`config.mk`:
```
export PLATFORM = sky130hd
export DESIGN_NAME = barrett_seq_ctrl
export DESIGN_NICKNAME = d
export VERILOG_FILES = /design/src/rtl/barrett_seq_ctrl.sv
export SDC_FILE = /design/constraint.sdc
export NUM_CORES = 1
export LEC_CHECK = 0
export BUFFER_PORTS_ARGS = -buffer_cell sky130_fd_sc_hd__buf_4
export CAP_MARGIN = 20
export CORE_UTILIZATION = 50
export CTS_CLUSTER_SIZE = 16
export DETAILED_ROUTE_END_ITERATION = 8
export PLACE_DENSITY = 0.9
export SYNTH_ARGS = -nofsm -noshare
export SYNTH_HDL_FRONTEND = slang
export SYNTH_SLANG_ARGS = --single-unit
```
`constraint.sdc`:
```
create_clock -name CLK -period 4.3 [get_ports CLK]
set_clock_uncertainty 0.2 [all_clocks]
set_input_delay 0.645 -clock CLK [delete_from_list [all_inputs] [get_ports CLK]]
set_output_delay 0.645 -clock CLK [all_outputs]
set_load 0.05 [all_outputs]
```
`src/rtl/barrett_seq_ctrl.sv`:
```
// Sequencer for the digit-serial Barrett modular multiplier: operand latch, digit streaming,
// result capture. Optional final conditional subtraction under BARRETT_SEQ_FINAL_REDUCE_EN.
module barrett_seq_ctrl #(
  parameter int unsigned n = 8,
  parameter int unsigned m = 4
) (
  input  logic           CLK,
  input  logic           RST,
  input  logic           START,
  input  logic [n-1:0]   A,
  input  logic [n-1:0]   B,
  input  logic [n-1:0]   M,
  input  logic [m+4:0]   MU,
  input  logic           RES_READY,
  input  logic [n:0]     Z_OUT,
  output logic           DP_RST,
  output logic [n-1:0]   DP_X,
  output logic [n-1:0]   DP_M,
  output logic [m+4:0]   DP_MU,
  output logic [m-1:0]   DP_Y_I,
  output logic           DP_CARRY_ADD,
  output logic           DP_CARRY_SUB,
  output logic           BUSY,
  output logic           RES_VALID,
  output logic [n:0]     RESULT
);

  localparam int unsigned D  = n / m;
  localparam int unsigned CW = (D > 1) ? $clog2(D) : 1;

  if (n % m != 0) begin : g_bad_width
    $error("barrett_seq_ctrl: n must be a multiple of m");
  end

  typedef enum logic [2:0] {StIdle, StClr, StZero, StDig, StCap, StDone} state_e;

  state_e          state_q, state_d;
  logic [CW-1:0]   cnt_q, cnt_d;
  logic [n-1:0]    b_q;
  logic            dp_rst_d;
  logic [m-1:0]    y_d;
  logic            valid_d;
  logic [n:0]      result_d;
  logic [n:0]      cap_val;
  logic            latch;

`ifdef BARRETT_SEQ_FINAL_REDUCE_EN
  always_comb begin
    cap_val = Z_OUT;
    if (Z_OUT >= {1'b0, DP_M}) cap_val = Z_OUT - {1'b0, DP_M};
  end
`else
  assign cap_val = Z_OUT;
`endif

  assign DP_CARRY_ADD = 1'b0;
  assign DP_CARRY_SUB = 1'b1;
  assign BUSY         = (state_q != StIdle);

  always_comb begin
    state_d  = state_q;
    cnt_d    = cnt_q;
    dp_rst_d = 1'b1;
    y_d      = '0;
    valid_d  = RES_VALID;
    result_d = RESULT;
    latch    = 1'b0;
    unique case (state_q)
      StIdle: begin
        if (START) begin
          latch    = 1'b1;
          dp_rst_d = 1'b0;
          state_d  = StClr;
        end
      end
      StClr: state_d = StZero;
      StZero: begin
        // Counter indexes the digit currently presented on DP_Y_I, MSB first.
        cnt_d   = CW'(D - 1);
        y_d     = b_q[32'(cnt_d) * m +: m];
        state_d = StDig;
      end
      StDig: begin
        if (cnt_q == '0) begin
          state_d = StCap;
        end else begin
          cnt_d = cnt_q - 1'b1;
          y_d   = b_q[32'(cnt_d) * m +: m];
        end
      end
      StCap: begin
        result_d = cap_val;
        valid_d  = 1'b1;
        state_d  = StDone;
      end
      StDone: begin
        if (RES_READY) begin
          valid_d = 1'b0;
          state_d = StIdle;
        end
      end
      default: state_d = StIdle;
    endcase
  end

  always_ff @(posedge CLK or negedge RST) begin
    if (!RST) begin
      state_q   <= StIdle;
      cnt_q     <= '0;
      b_q       <= '0;
      DP_X      <= '0;
      DP_M      <= '0;
      DP_MU     <= '0;
      DP_RST    <= 1'b0;
      DP_Y_I    <= '0;
      RES_VALID <= 1'b0;
      RESULT    <= '0;
    end else begin
      state_q   <= state_d;
      cnt_q     <= cnt_d;
      DP_RST    <= dp_rst_d;
      DP_Y_I    <= y_d;
      RES_VALID <= valid_d;
      RESULT    <= result_d;
      if (latch) begin
        DP_X  <= A;
        b_q   <= B;
        DP_M  <= M;
        DP_MU <= MU;
      end
    end
  end

endmodule

```
==> results of run 1 <==
-- routing by layer --
metal	up-vias	global-route usage [%]	routed length, um
li1	632	-	-
met1	650	24.97	1551
met2	79	31.89	1864
met3	4	5.556	420
met4	0	7.337	37
met5	-	0	0
-- path summary, 6_finish.rpt --
| path | endpoint | startpoint | slack, ps | cells past startpoint |
|---|---|---|---|---|
| worst min register to register | RES_VALID | RES_VALID | 290 | 1 |
| worst max register to register | b_q[6] | state_q[0] | 2280 | 4 |
| max in group asynchronous | b_q[5] | RST | 3330 | 1 |
| worst max-delay path | BUSY | state_q[0] | 2050 | 2 |
| min in group CLK | RES_VALID | RES_VALID | 290 | 1 |
| worst min-delay path | DP_MU[2] | RST | 160 | 1 |
-- cells by family (layout without fill, tap and decap cells) --
logic type,count (synthesis),after routing,synth area share (%)
flip-flops,52,52,64.20
other,2,2,0.3705
AND/OR/NAND/NOR,20,20,6.050
AO/OA/AOI/OAI,10,10,2.593
multiplexers,42,42,23.33
buffers and inverters,10,97,3.456
-- sequential cells by signal, indices dropped and copies added (netlist names) --
name	count
DP_M	8
DP_MU	9
DP_Y_I	4
cnt_q	1
DP_RST	1
b_q	8
RESULT	9
state_q	3
RES_VALID	1
DP_X	8
-- metrics by stage --
step                hold slack, ps  cells  worst slack [ps]  utilization [%]  area [um2]
finish                       160.5    271              2052            73.46        2770
CTS                          182.8    271              2055            73.46        2770
global placement             265.8    263              2169            71.00        2678
floorplan                    149.4    136              2346                -        2027
global route                 199.7    271              1998            73.46        2770
detailed placement           271.4    263              2136            71.00        2678
-- area by class of cell --
class,instances,area [um2],area share (%)
well taps,48,60.06,2.168
flip-flops and latches,52,1301,46.97
clock inverters,2,10.01,0.3613
inverters,2,7.507,0.2710
repair buffers,87,653.1,23.58
multi-input cells,74,655.6,23.67
clock buffers,6,82.58,2.981
-- cells in the final DEF, fill, tap and decap left out --
cell type,synthesis,layout
or3_1,1,1
conb_1,2,2
nor3b_4,1,1
clkinv_2,0,2
nor2b_2,1,1
buf_4,2,87
nor3_1,1,1
and2_1,1,1
dfrtp_1,52,52
nand3_1,5,5
clkbuf_8,0,6
a21oi_1,5,5
nor2_1,2,2
nand2_1,2,2
inv_1,2,2
nand2b_1,6,6
o21ai_0,4,4
mux2_2,42,42
a21o_1,1,1
==> results.json, run 1 <==
{
  "status": "finished, final reports clean",
  "critPathArrivalTime_ps": 1400,
  "first_pass_iters": 4,
  "slowest_delay_ps": 540,
  "dieArea_um2": 4313,
  "grt_usage_pct": 19.68,
  "netlist_area_um2": 2027,
  "insertion_delay_ps": 290,
  "seq_area_frac_synth_pct": 64.20,
  "dr.first_iter.drc_count": 56,
  "die-width_um": 65.67,
  "cp_data_required_time_ps": 3450,
  "end_kind": "output pin",
  "hold_buffers": 0,
  "ys_types": 21,
  "worstSetupStartpointType": "flop",
  "synth_top_area_share_pct": 64.20,
  "dpl.hpwl_um": 2866,
  "crit_family": "flip-flops",
  "cts_buffers": 5,
  "cts.clk_slew.worst_paths_ps": 90,
  "antenna_found_initial": 0,
  "postCtsSetupBuffers": 0,
  "grt_max_degree": 53,
  "synth.top_cells.by_count": "dfrtp_1, mux2_2, nand2b_1",
  "fp.dieH_um": 65.67,
  "first_global_vias": 1385,
  "yosys_warnings": 0,
  "fin_crit_sh_pct": 52.28,
  "vias": 1365,
  "synth-seq-cells": 52,
  "clockBufferDepth": 2,
  "synth_top_cells_by_area": "dfrtp_1, mux2_2, nand2b_1",
  "synth_top_area_cell": "dfrtp_1",
  "final_hold_viol_count": 0,
  "hold_class": "in -> async",
  "fin_setup_tns_ps": 0,
  "worst_pin_slew_ps": 611.2,
  "fmax_ghz": 0.4448,
  "cts_sinks": 52,
  "setup_viol": 0,
  "io_pins": 89,
  "htreeDepth": 2,
  "core_area_um2": 3771,
  "overflow": 0,
  "num_antenna_cells": 0,
  "port_buffers": 86,
  "core.rowCount": 22,
  "path_buf_inv": 1,
  "vias_per_cell": 5.037,
  "worst_path_max_delay_cell": "dfrtp_1",
  "syn_nets": 182,
  "slew_headroom_pct": 59.26,
  "area_growth_pct": 36.67,
  "synth-edff-count": 0,
  "gp_congestion": 0.7111,
  "drive_above_1_share_pct": 62.33,
  "grt_first_pass_wirelength_um": 6313,
  "syn_inst": 136,
  "root_buffer": "clkbuf_8",
  "async_flop_share_pct": 100.0,
  "critPathMaxFanout": 14,
  "ys.flop_type": "dfrtp_1",
  "wirelength_um": 3874,
  "fillers": 260,
  "min_period_ps": 2248,
  "cts_tree": "built",
  "rsz0062_at_grt": "false",
  "drc": 0,
  "cts_resized": 0,
  "ant_nets": 0,
  "syn_area_per_cell_um2": 14.90,
  "wire_per_inst_um": 14.30,
  "slew_viol_final": 0,
  "fin_nets": 268,
  "cap_violations": 0,
  "path_cells": "or3_1 -> buf_4",
  "initial_core_util_pct": 53.75,
  "path_class": "reg -> out",
  "yosysMostFrequentCell": "dfrtp_1"
}
Power of run 1 is left out: the tool's default activity adds up to more than one toggle a clock period on the data nets, which glitch-free logic cannot reach.
==> inputs of run 2 (changes only) <==
- CORE_UTILIZATION: 50 -> 46
- PLACE_DENSITY: 0.9 -> 0.84
- clock period: 4.3 -> 2.2 ns (I/O delays scaled with it)
==> run 2 against run 1 <==
Effect of this change:
- wire length is 0.15% lower
- setup slack worse by 1700 ps
- flip-flop and latch count unchanged
- critical endpoint unchanged
- highest routed layer unchanged
==> results.json, run 2 (same netlist as run 1, synthesis figures left out) <==
{
  "hold_class": "in -> reg",
  "dpl.hpwl_um": 2829,
  "dr.first_iter.drc_count": 52,
  "postCtsSetupBuffers": 0,
  "vias": 1328,
  "final_common_cell": "buf_4",
  "fmax_ghz": 0.5283,
  "ff2ff_setup_slack_ps": 360,
  "status": "finished, final reports clean",
  "fillers": 317,
  "dpl_cell_area_um2": 2700,
  "final_util_pct": 68.05,
  "fin_cells": 275,
  "dpl.cell_count": 266,
  "ant_nets": 0,
  "fp.dieH_um": 68.38,
  "final_hold_viol_count": 0,
  "first_pass_iters": 3,
  "grt_max_degree": 53,
  "wire_per_inst_um": 14.07,
  "initial_core_util_pct": 49.26,
  "slew_headroom_pct": 57.24,
  "cts_sinks": 52,
  "setup_viol": 0,
  "reg2reg_depth": 4,
  "crit_start": "state_q[0]",
  "design_area_um2": 2800,
  "die-width_um": 68.38,
  "slew_viol_final": 0,
  "grt_first_pass_wirelength_um": 5858,
  "end_kind": "output pin",
  "seq_area_um2": 1301,
  "drive_above_1_share_pct": 61.33,
  "grtUsageMet3_pct": 4.000,
  "path_class": "reg -> out",
  "overflow": 0,
  "wirelength_um": 3868,
  "fin_setup_tns_ps": 0,
  "clockBufferDepth": 2,
  "min_period_ps": 1893,
  "grt_usage_pct": 17.59,
  "reg.largest.list": "DP_MU: 9 flops, RESULT: 9 flops",
  "critPathArrivalTime_ps": 1360,
  "first_global_vias": 1301,
  "fin_nets": 270,
  "top_usage_layer": "met2",
  "multi_input_area_um2": 655.6,
  "hold_start": "A[4]",
  "vias_per_cell": 4.829,
  "insertion_delay_ps": 300,
  "htreeDepth": 2,
  "cts_tree": "built",
  "cts_buffers": 5,
  "grt_use_met2_pct": 31.37,
  "core.rowCount": 23,
  "cts.clk_slew.worst_paths_ps": 90,
  "worst_pin_slew_ps": 641.3,
  "final_cell_mix": "buf_4, dfrtp_1, mux2_2, nand2b_1, clkbuf_8",
  "area_growth_pct": 38.15,
  "grtUsageMet1_pct": 19.27,
  "core_area_um2": 4115,
  "worstSetupStartpointType": "flop",
  "io_pins": 89,
  "cap_violations": 0,
  "port_buffers": 86,
  "dieArea_um2": 4676,
  "cp_data_required_time_ps": 1670,
  "critPathMaxFanout": 14,
  "gp_congestion": 0.6829,
  "root_buffer": "clkbuf_8",
  "timing.rr.start": "state_q[0]",
  "drc": 0,
  "rsz0062_at_grt": "false",
  "antenna_found_initial": 0,
  "whs_path_depth": 2,
  "fin_crit_sh_pct": 86.03,
  "num_antenna_cells": 0
}
==> run 2: cell types whose count changed in the layout (fill, tap and decap cells not counted) <==
| cell | change |
|---|---|
| dlygate4sd3_1 | +1 |
| buf_12 | +1 |
| clkbuf_1 | +2 |
| clkinv_2 | -2 |
==> run 2: per-layer routing <==
metal  vias up  wire length [um]  part of all wire, %
li1        637                 -                    -
met1       641              1481                   38
met2        43              2106                   54
met3         7               209                  5.4
met4         0                71                  1.8
met5         -                 0                    0
==> run 2: worst max-delay path, stage by stage, from the launching register on <==
cell,delay (ps)
dfrtp_1,520
or3_1,350
buf_4,190
==> run 2: worst paths after layout <==
check                             to
max                             BUSY
max reg2reg                 DP_MU[7]
min reg2reg                RES_VALID
min in group asynchronous   DP_MU[2]
min                          DP_X[4]
max in group asynchronous    DP_M[6]
==> run 2: final cells by class <==
cell class	instances	share of cell area [%]
sequential	52	46.47
inverter	2	0.2681
timing repair buffer	89	24.40
tap	50	2.234
clock buffer	8	3.217
multi-input combinational	74	23.41
==> run 2: per-stage QoR <==
| step | hold WS, ps | worst slack, ps |
|---|---|---|
| detailed placement | 197.5 | 358.6 |
| global placement | 191.8 | 431.7 |
| floorplan | -165.6 | 506.6 |
| global route | 45.38 | 257.0 |
| finish | 57.29 | 307.3 |
| CTS | 50.88 | 292.9 |
==> run 2: repair_timing <==
action                                 CTS  global route
gates resized for setup                  0             0
endpoints found under the hold margin   52             0
hold buffers                             1             0
setup endpoints to repair                0             0
Power of run 2 is left out for the same reason.
==> inputs of run 3 (changes only) <==
- CORE_UTILIZATION: 46 -> 25
- PLACE_DENSITY: 0.84 -> 0.54
==> run 3 against run 2 <==
Effect of this change:
- non-clock buffer count is the same
- cell count grew 19%
- hold slack lost 3.8 ps
- core utilization shrank 31 points
- maximum frequency shrank 2.8%
- register-to-register slack lost 40 ps
- first-iteration DRC count shrank 46%
- critical endpoint unchanged
==> results.json, run 3 (same netlist as run 1, synthesis figures left out) <==
{
  "path_depth": 2,
  "first_pass_iters": 2,
  "setup_viol": 0,
  "slew_headroom_pct": 55.64,
  "path_class": "reg -> out",
  "final_hold_viol_count": 0,
  "vias_per_cell": 4.168,
  "drive_above_1_share_pct": 61.78,
  "fin_nets": 270,
  "drc": 0,
  "dieArea_um2": 8472,
  "dr.first_iter.drc_count": 28,
  "cp_data_required_time_ps": 1670,
  "whs_path_depth": 2,
  "root_buffer": "clkbuf_8",
  "path_cells": "or3_1 -> buf_4",
  "crit_family": "flip-flops",
  "die-width_um": 92.05,
  "fmax_ghz": 0.5136,
  "core.rowCount": 32,
  "initial_core_util_pct": 26.10,
  "vias": 1363,
  "cts_resized": 0,
  "num_antenna_cells": 0,
  "end_kind": "output pin",
  "insertion_delay_ps": 300,
  "grt_first_pass_wirelength_um": 6210,
  "fin_crit_sh_pct": 88.50,
  "rsz0062_at_grt": "false",
  "critPathArrivalTime_ps": 1420,
  "area_growth_pct": 41.54,
  "cap_violations": 0,
  "antenna_found_initial": 0,
  "port_buffers": 86,
  "min_period_ps": 1947,
  "worst_slack_ps": 252.9,
  "reg2reg_depth": 4,
  "grt_max_degree": 53,
  "critPathMaxFanout": 14,
  "fp.dieH_um": 92.05,
  "gp_congestion": 0.6412,
  "cts_tree": "built",
  "final_common_cell": "buf_4",
  "status": "finished, final reports clean",
  "postCtsSetupBuffers": 0,
  "overflow": 0,
  "slew_viol_final": 0,
  "first_global_vias": 1344,
  "fin_setup_tns_ps": 0,
  "wire_per_inst_um": 12.03,
  "ant_nets": 0,
  "core_area_um2": 7767,
  "worst_pin_slew_ps": 665.4,
  "hold_class": "in -> reg",
  "clockBufferDepth": 2,
  "io_pins": 89,
  "place_ws_ps": 331.9,
  "worst_path_max_delay_cell": "dfrtp_1",
  "slowest_delay_ps": 540,
  "htreeDepth": 2,
  "cts_sinks": 52,
  "grt_usage_pct": 9.467,
  "wirelength_um": 3934,
  "worstSetupStartpointType": "flop",
  "cts.clk_slew.worst_paths_ps": 90,
  "cts_buffers": 5,
  "path_buf_inv": 1,
  "final_cell_mix": "buf_4, dfrtp_1, mux2_2, nand2b_1, clkbuf_8",
  "dpl.hpwl_um": 2711,
  "fin_hold_ws_ps": 53.45,
  "reg.largest.list": "DP_MU: 9 flops, RESULT: 9 flops"
}
==> run 3: timing repair <==
action / 4_1_cts / 5_1_grt
hold buffers: 1 / 0
endpoints found under the setup margin: 0 / 0
endpoints found under the hold margin: 52 / 0
==> run 3: path summary, 6_finish.rpt <==
| check | from | end | slack [ps] |
|---|---|---|---|
| setup / recovery | state_q[0] | BUSY | 250 |
| hold / removal | Z_OUT[8] | RESULT[8] | 50 |
| setup reg to reg | state_q[0] | b_q[1] | 320 |
| hold reg to reg | RES_VALID | RES_VALID | 290 |
| max in group asynchronous | RST | DP_M[4] | 950 |
| min in group asynchronous | RST | DP_M[1] | 400 |
==> run 3: layout make-up <==
cell class	count	area [um2]
Clock buffer	7	86.33
Clock inverter	1	7.507
Fill cell	812	4898
Inverter	2	7.507
Multi-Input combinational cell	74	655.6
Sequential cell	52	1301
Tap cell	102	127.6
Timing Repair Buffer	89	683.2
==> run 3: metrics by stage <==
stage / area, um2 / utilization, % / instances
floorplan: 2027 / - / 136
global placement: 2765 / 35.60 / 318
detailed placement: 2765 / 35.60 / 318
CTS: 2869 / 36.94 / 327
global route: 2869 / 36.94 / 327
finish: 2869 / 36.94 / 327
==> run 3: metal layers <==
metal	global-route usage (%)	wire length [um]	up-vias
li1	-	-	638
met1	12.01	1761	666
met2	15.36	1873	53
met3	2.570	251	6
met4	3.516	48	0
met5	0	0	-
Power of run 3 is left out for the same reason.
